## src/rtl/usb_tx_pkg.sv

```systemverilog
// usb_tx_pkg: shared state encoding and line constants for the USB transmit path
package usb_tx_pkg;
    typedef enum logic [1:0] {IDLE, SEND, STUFF} state_e;
    localparam int   STUFF_LIMIT_DEF = 6;
    localparam logic NRZI_IDLE_LEVEL = 1'b0;
endpackage

```

## src/rtl/bitstuff_nrzi_encode_if.sv

```systemverilog
// bitstuff_nrzi_encode_if: raw packet bit handshake in, NRZI line bit out
interface bitstuff_nrzi_encode_if;
    logic pkt_bit;
    logic pkt_valid;
    logic pkt_ready;
    logic nrzi_out_bit;
    logic nrzi_sending;
    logic pkt_done;
    modport master (output pkt_bit, pkt_valid, input pkt_ready, nrzi_out_bit, nrzi_sending, pkt_done);
    modport slave  (input pkt_bit, pkt_valid, output pkt_ready, nrzi_out_bit, nrzi_sending, pkt_done);
endinterface

```

## src/rtl/ones_counter.sv

```systemverilog
// ones_counter: run length of consecutive ones, saturating, presettable to 1
module ones_counter
    import usb_tx_pkg::*;
#(
    parameter logic [2:0] LIMIT = 3'(STUFF_LIMIT_DEF)
) (
    input  logic       clock,
    input  logic       reset_n,
    input  logic       clr,
    input  logic       inc,
    input  logic       pre,
    output logic [2:0] cnt_o
);
    logic [2:0] cnt_q, cnt_d;
    assign cnt_o = cnt_q;
    // preset wins over clear, clear over increment; increment stops at LIMIT
    always_comb cnt_d = pre ? 3'd1 : clr ? 3'd0 : (inc && cnt_q < LIMIT) ? cnt_q + 3'd1 : cnt_q;
    // the SYNC pattern ends in a 1, so the idle count starts at 1
    always_ff @(posedge clock or negedge reset_n)
        if (!reset_n) cnt_q <= 3'd1;
        else          cnt_q <= cnt_d;
endmodule

```

## src/rtl/bitstuff_nrzi_encode.sv

```systemverilog
// bitstuff_nrzi_encode: USB bit stuffing followed by NRZI encoding, one bit per cycle
module bitstuff_nrzi_encode
    import usb_tx_pkg::*;
#(
    parameter int STUFF_LIMIT = STUFF_LIMIT_DEF
) (
    input logic                    clock,
    input logic                    reset_n,
    bitstuff_nrzi_encode_if.slave  bus
);
    localparam logic [2:0] LIM = 3'(STUFF_LIMIT);
    state_e     state_q, state_d;
    logic       level_q, level_d;
    logic       sending_q, sending_d;
    logic       done_q, done_d;
    logic       cnt_clr, cnt_inc, cnt_pre;
    logic [2:0] ones_cnt;

    ones_counter #(.LIMIT(LIM)) u_ones (
        .clock  (clock),
        .reset_n(reset_n),
        .clr    (cnt_clr),
        .inc    (cnt_inc),
        .pre    (cnt_pre),
        .cnt_o  (ones_cnt)
    );

    assign bus.pkt_ready    = state_q != STUFF;
    assign bus.nrzi_out_bit = level_q;
    assign bus.nrzi_sending = sending_q;
    assign bus.pkt_done     = done_q;

    // a 1 keeps the line level, a 0 toggles it; a stuffed 0 always toggles
    always_comb begin
        state_d   = state_q;
        level_d   = level_q;
        sending_d = sending_q;
        done_d    = 1'b0;
        cnt_clr   = 1'b0;
        cnt_inc   = 1'b0;
        cnt_pre   = 1'b0;
        if (state_q == STUFF) begin
            level_d   = ~level_q;
            sending_d = 1'b1;
            cnt_clr   = 1'b1;
            state_d   = SEND;
        end else if (bus.pkt_valid) begin
            level_d   = bus.pkt_bit ? level_q : ~level_q;
            sending_d = 1'b1;
            cnt_inc   = bus.pkt_bit;
            cnt_clr   = ~bus.pkt_bit;
            state_d   = (bus.pkt_bit && ones_cnt == LIM - 3'd1) ? STUFF : SEND;
        end else begin
            level_d   = NRZI_IDLE_LEVEL;
            sending_d = 1'b0;
            cnt_pre   = 1'b1;
            done_d    = state_q == SEND;
            state_d   = IDLE;
        end
    end

    // state and registered line outputs; reset parks the line at idle K
    always_ff @(posedge clock or negedge reset_n)
        if (!reset_n) begin
            state_q   <= IDLE;
            level_q   <= NRZI_IDLE_LEVEL;
            sending_q <= 1'b0;
            done_q    <= 1'b0;
        end else begin
            state_q   <= state_d;
            level_q   <= level_d;
            sending_q <= sending_d;
            done_q    <= done_d;
        end
endmodule

```

## src/flat_wrapper.sv

```systemverilog
// flat-port wrapper written by rule: the top's interface ports become plain ports
module bitstuff_nrzi_encode_flat import usb_tx_pkg::*;
#(
    parameter int STUFF_LIMIT = STUFF_LIMIT_DEF
)
  (clock, reset_n, bus_pkt_bit, bus_pkt_valid, bus_pkt_ready, bus_nrzi_out_bit, bus_nrzi_sending, bus_pkt_done);
  bitstuff_nrzi_encode_if bus_i ();
  input logic clock;
  input logic reset_n;
  input wire logic [$bits(bus_i.pkt_bit)-1:0] bus_pkt_bit;
  input wire logic [$bits(bus_i.pkt_valid)-1:0] bus_pkt_valid;
  output wire logic [$bits(bus_i.pkt_ready)-1:0] bus_pkt_ready;
  output wire logic [$bits(bus_i.nrzi_out_bit)-1:0] bus_nrzi_out_bit;
  output wire logic [$bits(bus_i.nrzi_sending)-1:0] bus_nrzi_sending;
  output wire logic [$bits(bus_i.pkt_done)-1:0] bus_pkt_done;
  assign bus_i.pkt_bit = bus_pkt_bit;
  assign bus_i.pkt_valid = bus_pkt_valid;
  assign bus_pkt_ready = bus_i.pkt_ready;
  assign bus_nrzi_out_bit = bus_i.nrzi_out_bit;
  assign bus_nrzi_sending = bus_i.nrzi_sending;
  assign bus_pkt_done = bus_i.pkt_done;
  bitstuff_nrzi_encode #(.STUFF_LIMIT(STUFF_LIMIT)) u_core (.clock(clock), .reset_n(reset_n), .bus(bus_i));
endmodule
```

## config.mk

```make
export PLATFORM = sky130hd
export DESIGN_NAME = bitstuff_nrzi_encode_flat
export DESIGN_NICKNAME = d
export VERILOG_FILES = /design/src/rtl/usb_tx_pkg.sv /design/src/rtl/bitstuff_nrzi_encode_if.sv /design/src/rtl/ones_counter.sv /design/src/rtl/bitstuff_nrzi_encode.sv /design/src/flat_wrapper.sv
export SDC_FILE = /design/constraint.sdc
export NUM_CORES = 1
export LEC_CHECK = 0
export ABC_AREA = 1
export CORE_AREA = 2 2 39 41
export CTS_CLUSTER_DIAMETER = 50
export DETAILED_ROUTE_END_ITERATION = 12
export DIE_AREA = 0 0 41 43
export PLACE_DENSITY = 0.51
export SYNTH_ARGS = -nofsm -noshare
export SYNTH_HDL_FRONTEND = slang
export SYNTH_HIERARCHICAL = 1
export SYNTH_SLANG_ARGS = --single-unit
```

## constraint.sdc

```tcl
create_clock -name clock -period 2.1 [get_ports clock]
set_input_delay 0.315 -clock clock [delete_from_list [all_inputs] [get_ports clock]]
set_output_delay 0.315 -clock clock [all_outputs]
set_load 0.02 [all_outputs]
```

---- Yosys cells after proc, flatten, opt, wreduce, memory -nomap -nowiden ----
Cells that the tools add are included.
Widths: inputs -> output; s select.
word-level totals
  register bits after elaboration ......... 8
  output and inout bits ................... 4
  word-level logic and storage cells ...... 36
operators by class
  add/subtract/negate cells ............... 1
  magnitude comparators ................... 1
  eq/ne operators ......................... 5
  mux-type cells .......................... 19
  bitwise operators ....................... 2
  reduce and logical (&&, ||, !) cells .... 3
operators with widths
  operator             number
  $mux 1               13
  $mux 3               3
  $mux 2               3
  $add 3x1->3 const B  1
  $eq 3x3->1 const B   1
  $lt 3x3->1 const B   1
  $ne 3x2->1 const B   1
  $reduce_bool 3->1    1
  $eq 2x1->1 const B   1
  $eq 2x2->1 const B   1
  $logic_and 1x1->1    2
  $ne 2x2->1 const B   1
  $not 1->1            2

---- Logic depth before layout (Yosys ltp) ----
Gate-level depths: netlist (run 1).
  word-level depth ........................ 6
  depth in mapped cells ................... 9
  mapped depth without buffers ............ 9

---- Hierarchy ----
Netlist (run 1), hierarchy kept.
by module, submodules not included
  module                instances  cells an instance  area each (um2)  seq. area each (um2)
  bitstuff_nrzi_encode  1          27                 222.7            125.1
  ones_counter          1          25                 185.2            76.3

---- Worst setup path before layout (run 1) ----
No wires, ideal clock.
  path type ............................... register -> register
  from .................................... register u_core.state_q[0]
  to ...................................... register u_core.u_ones.cnt_q[1] (netlist: u_core/u_ones/cnt_o[1])
  library setup time ...................... 0.113 ns
  arrival ................................. 0.966 ns
  required time ........................... 1.987 ns
  path slack .............................. 1.021 ns
  cell stages (with the launch flop) ...... 8
  buffers on the path ..................... 0
  path through ............................ dfrtp_1 -> inv_1 -> nand2_2 -> nand2_2 -> inv_1 -> o21a_2 -> nand2_1 -> inv_1
between the ends
  cells in the longest elaborated chain, start to end .. 4
  elaborated cells between the ends (all ways) .. 8
  classes of those cells .................. eq/ne: 1; mux: 5; reduce/logical: 2
RTL lines
  what                                RTL line                    text
  start: declaration                  bitstuff_nrzi_encode.sv:12  state_e state_q, state_d;
  start signal: assignment            bitstuff_nrzi_encode.sv:70  state_q <= state_d;
  $eq 2x2->1                          bitstuff_nrzi_encode.sv:42  if (state_q == STUFF) begin
  $mux 1                              bitstuff_nrzi_encode.sv:42
  net u_core.cnt_inc                  bitstuff_nrzi_encode.sv:16  logic cnt_clr, cnt_inc, cnt_pre;
  $logic_and 1x1->1                   ones_counter.sv:17          always_comb cnt_d = pre ? 3'd1 : clr ? 3'd0 : (inc && cnt_q < LIMIT) ? cnt_q + 3'd1 : cnt_q;
  $reduce_bool 3->1 (no source line)  --
  end signal: assignment              ones_counter.sv:21          else cnt_q <= cnt_d;
  end: declaration                    ones_counter.sv:14          logic [2:0] cnt_q, cnt_d;
The timed path passes the listed nets, and every way through them passes these cells.
A chain may end at the register's enable or synchronous reset.

---- Worst setup path after layout (run 1) ----
  from .................................... register u_core.state_q[1]
  to ...................................... output bus_pkt_ready
between the ends
  cells in the longest elaborated chain, start to end .. 1
RTL lines
  what              RTL line                    text
  $ne 2x2->1        bitstuff_nrzi_encode.sv:28  assign bus.pkt_ready = state_q != STUFF;
  end: declaration  flat_wrapper.sv:12          output wire logic [$bits(bus_i.pkt_ready)-1:0] bus_pkt_ready;
No other way between the ends.

==> run summary, run 1 <==
Netlist cell types: 13
Overall die area: 1760 µm²
Inserted Clock Buffers: 3
Final Non-Filler Cells: 79
Total gr overflow: 0
Post-synth top cells: nand2_1, inv_1, dfrtp_1, nand3_1, nand2_2
Routed len/inst: 9.57 µm
Via density: 4.15
Layout fillers: 161
Antenna Nets Post-Route: 0
WP buf/inv: 1
Flops & latches, synth: 8
Outcome: completed
Mapped Area: 408 µm²
Clock slew at reported path FFs: 0.06 ns
Max stage delay on crit path: 0.61 ns
Pleak: 0.287 nW
Sink Count: 8
TritonCTS clock tree: done
Placed cell areas: 498 µm²
Cells after Synth: 52
Initial DRC Count: 4
Port buffer count: 7
Post-Route Utilization: 37.9%
Most common cell in the synthesized netlist: nand2_1
Area contributors post-synth: dfrtp_1, nand2_1, inv_1
Tmin final: 1.70 ns
FP Rows: 14
CP Class: reg -> out
Post-Route Setup TNS: 0 ns
Power density cells: 660 nW/µm²
Post-Layout Inst Area: 524 µm²
Post-route clock skew: 0.00453 ns
Register area share after synthesis: 49.4%
Post-CTS Setup Inserts: 0
Most used DFF post-synth: dfrtp_1
EDFF count, synth: 0
Drt drc: 0
Cell total after placement: 75
Die Wd: 41 µm
CTS H-tree lvls: 1
Post-synth ARST share: 100%
Maximum VDD drop: 383 µV
Antenna violations before repair: 0
Setup crit start kind: flip-flop
Starting Density: 29.5%
# Max-Cap Violations: 0
Vias post-DR: 328
Antenna Cells: 0
Routability congestion estimate: 0.739
Area Growth Syn to Fin: 28.5%
Post_cts resized: 0
Die Ht: 43 µm
Final HPWL from detailed placement: 577 µm
Routed wire length: 756 µm
Fin. max-slew vios: 0
Worst Path Arrival: 1.39 ns
CTS hold repair buffers: 0
Synth warn: 6
Core ar.: 1380 µm²
Clock Latency Late Sink: 0.25 ns
Drt pass-1 iters: 4
Endpoints failing hold: 0
CTS max path bufs: 2
Ratio of cells with drive above 1 in the final layout: 23.8%
Worst path slowest cell: clkdlybuf4s50_1
F_max: 0.588 GHz
Max transition margin: 76.7%
Worst endpoint required time: 1.78 ns
Final period util: 81.0%
RSZ-0062 raised after global routing: false
Hold Slack: 0.331 ns
Global-route wire length before repair: 1290 µm
Crit-path cells: nand2_2 -> clkdlybuf4s50_1
CP top delay family: buffers and inverters
Max FO, Critical Path: 4
Syn avg cell area: 7.84 µm²
Total track usage: 12.0%
Vias in the first global route: 320
Largest net degree at the start of global routing: 9
# setup viols final: 0
Post-synth top area cell: dfrtp_1
Least-Margin Pin Slew: 0.348 ns
IO Pins: 8
Nets: 69
Hold/Removal Path Class: in -> async
Synthesized net count: 57
Synth top area share: 42.9%
Worst setup EP type: primary output
Clk root buf: clkbuf_4
[where the power goes]
part	total [mW]	switching, mW	leakage (nW)	internal [mW]
Clock	0.126	0.0529	0.0150	0.0727
Combinational	0.0515	0.0291	0.172	0.0224
Sequential	0.169	0.00544	0.100	0.164
Total	0.346	0.0875	0.287	0.259
[path summary, 6_finish.rpt]
check	startpoint	to	slack [ns]	cells after the start
worst max-delay path	u_core/state_q[1]	bus_pkt_ready	0.40	2
worst min-delay path	reset_n	u_core/state_q[1]	0.33	1
worst max register to register	u_core/u_ones/cnt_o[0]	u_core/u_ones/cnt_o[2]	0.99	6
worst min register to register	u_core/state_q[1]	u_core/bus.pkt_done	0.49	1
max in group asynchronous	reset_n	u_core/u_ones/cnt_o[0]	1.47	1
min in group clock	u_core/state_q[1]	u_core/bus.pkt_done	0.49	1
[cell usage in the layout (no fill, tap or decap)]
cell type        netlist  final
ha_1                   1      1
inv_1                 10     10
clkbuf_1               0      1
clkdlybuf4s50_1        0      7
dfrtp_1                7      7
nand3_1                6      6
nor3_1                 1      1
dfstp_2                1      1
nor2_1                 3      3
nand2_2                5      5
a21oi_1                1      1
inv_2                  3      3
clkbuf_4               0      3
o21a_2                 1      1
nor2_2                 2      2
nand2_1               11     11
[cell families after synthesis]
group	count (synthesis)	share of synthesized area (%)
simple gates	28	32.2
flops	8	49.4
buf+inv	13	12.0
compound gates	2	3.37
fa+ha+maj	1	3.07
[registers in the layout (all words and copies together) (netlist names)]
register,flops
u_core/bus.nrzi_out_bit,1
u_core/bus.nrzi_sending,1
u_core/bus.pkt_done,1
u_core/state_q,2
u_core/u_ones/cnt_o,3
[layer usage]
layer	wire [µm]	track usage, %
met1	351	14.0
met5	0	0
met4	0	6.00
met2	351	15.3
met3	53	9.42
[final cells by class]
| type | instances | area [µm²] | share of cell area (%) |
|---|---|---|---|
| Inverter | 13 | 48.8 | 9.31 |
| Clock buffer | 4 | 26.3 | 5.01 |
| Timing Repair Buffer | 7 | 70.1 | 13.4 |
| Tap cell | 16 | 20.0 | 3.82 |
| Sequential cell | 8 | 201 | 38.4 |
| Multi-Input combinational cell | 31 | 158 | 30.1 |
[per-stage QoR]
stage               setup slack, ns  power (mW)
global route                  0.341       0.377
floorplan                      1.02       0.201
global placement              0.572       0.223
CTS                           0.383       0.354
finish                        0.399       0.346
detailed placement            0.558       0.224
Power figures use the tool's default switching activity.
==> run 2: changes to the inputs <==
==> constraint.sdc (replaced) <==
create_clock -name clock -period 1.59 [get_ports clock]
set_input_delay 0.2385 -clock clock [delete_from_list [all_inputs] [get_ports clock]]
set_output_delay 0.2385 -clock clock [all_outputs]
set_load 0.02 [all_outputs]
==> run 2 against run 1 <==
Net effect: register-to-register slack got worse by 0.49 ns; hold slack got worse by 0.070 ns; core utilization fell by 0.090 points; combinational power rose by 30%; flip-flop and latch count did not move; critical path type unchanged; largest power group unchanged; highest routed layer is now met4.
==> run summary, run 2 (synthesized netlist as in run 1, its figures left out) <==
Post-Layout Inst Area: 523 µm²
Routed wire length: 708 µm
Outcome: completed
Starting Density: 29.5%
F_max: 0.684 GHz
Initial DRC Count: 2
Max stage delay on crit path: 0.61 ns
Post-Route Utilization: 37.8%
Area Growth Syn to Fin: 28.2%
Max FO, Critical Path: 3
Routed len/inst: 8.96 µm
Drt drc: 0
FP Rows: 14
Logic pwr share: 14.6%
Commonest cells after routing, fill and taps aside: nand2_1, inv_1, dfrtp_1, clkdlybuf4s50_1, nand3_1
Least-Margin Pin Slew: 0.377 ns
# Max-Cap Violations: 0
Post-route clock skew: 0.00460 ns
Overall die area: 1760 µm²
Global-route wire length before repair: 1340 µm
Sink Count: 8
Net Sw Frac: 25.9%
IO Pins: 8
WP buf/inv: 1
TritonCTS clock tree: done
Tmin final: 1.46 ns
Clk root buf: clkbuf_4
Final period util: 92.0%
Post-CTS Setup Inserts: 0
Inserted Clock Buffers: 3
Sequential share of power: 48.3%
Final Power: 0.461 mW
Clock Latency Late Sink: 0.26 ns
Largest net degree at the start of global routing: 9
Antenna Cells: 0
Crit-path cells: clkdlybuf4s50_1
CTS max path bufs: 2
Total gr overflow: 0
Antenna violations before repair: 0
Clock slew at reported path FFs: 0.06 ns
Worst Path Arrival: 1.22 ns
Internal Pwr Total: 0.342 mW
Post-Route Setup TNS: 0 ns
Die Wd: 41 µm
Pleak: 0.284 nW
Ratio of cells with drive above 1 in the final layout: 23.8%
CP Class: reg -> out
Max reg flops: 3
Worst setup EP type: primary output
Vias in the first global route: 320
Endpoints failing hold: 0
Maximum VDD drop: 375 µV
Core ar.: 1380 µm²
# setup viols final: 0
Hold/Removal Path Class: in -> async
Worst endpoint required time: 1.35 ns
Final HPWL from detailed placement: 523 µm
Drt pass-1 iters: 2
Layout fillers: 152
Pre-CTS setup slack: 0.114 ns
Port buffer count: 7
Worst path slowest cell: clkdlybuf4s50_1
Vias post-DR: 324
Routability congestion estimate: 0.764
CTS hold repair buffers: 0
Die Ht: 43 µm
CTS H-tree lvls: 1
Final Non-Filler Cells: 79
CP top delay family: buffers and inverters
Cell total after placement: 75
Placed cell areas: 498 µm²
Antenna Nets Post-Route: 0
Fin. max-slew vios: 0
Nets: 69
Max transition margin: 74.8%
Total track usage: 12.6%
Commonest non-fill, non-tap cell in the layout: nand2_1
Power density cells: 882 nW/µm²
Final worst setup slack: 0.128 ns
Setup crit start kind: flip-flop
Clock network fraction of design power: 37.1%
RSZ-0062 raised after global routing: false
Setup crit start: u_core/bus.nrzi_out_bit
Via density: 4.10
Reg2Reg Launch Point: u_core/state_q[1]
Switching pwr: 0.119 mW
Hold Slack: 0.261 ns
## run 2: cell types whose count changed in the layout (fill, tap and decap cells not counted)
cell,delta
clkdlybuf4s50_1,-1
dlygate4sd2_1,+1
## run 2: area by class of cell
class                           instances  area [µm²]  share of cell area (%)
Sequential cell                         8         201                    38.5
Multi-Input combinational cell         31         158                    30.1
Timing Repair Buffer                    7        68.8                    13.2
Inverter                               13        48.8                    9.33
Clock buffer                            4        26.3                    5.02
Tap cell                               16        20.0                    3.83
## run 2: what timing repair did
| action | CTS | global route |
|---|---|---|
| endpoints found under the setup margin | 1 | 0 |
| gates resized for setup | 1 | 0 |
| hold endpoints to repair | 0 | 0 |
## run 2: path summary, 6_finish.rpt
check                                    endpoint  slack (ns)  depth (start not counted)
setup / recovery                 bus_nrzi_out_bit        0.13                          1
hold / removal                  u_core/state_q[1]        0.26                          1
setup reg to reg           u_core/u_ones/cnt_o[1]        0.50                          5
hold reg to reg               u_core/bus.pkt_done        0.48                          1
max in group asynchronous  u_core/u_ones/cnt_o[0]        1.02                          1
min in group clock            u_core/bus.pkt_done        0.48                          1
## run 2: layer usage
| metal | share of wire [%] | global-route usage, % |
|---|---|---|
| met1 | 47 | 14.8 |
| met2 | 44 | 14.7 |
| met3 | 6.9 | 9.42 |
| met4 | 2.7 | 10.0 |
| met5 | 0 | 0 |
## run 2: power groups by stage
| stage | registers, mW | logic [mW] | clock network, mW |
|---|---|---|---|
| CTS | 0.223 | 0.0682 | 0.184 |
| finish | 0.223 | 0.0671 | 0.171 |
| global route | 0.224 | 0.0795 | 0.190 |
| global placement | 0.226 | 0.0680 | 0 |
| floorplan | 0.232 | 0.0337 | 0 |
| detailed placement | 0.226 | 0.0681 | 0 |
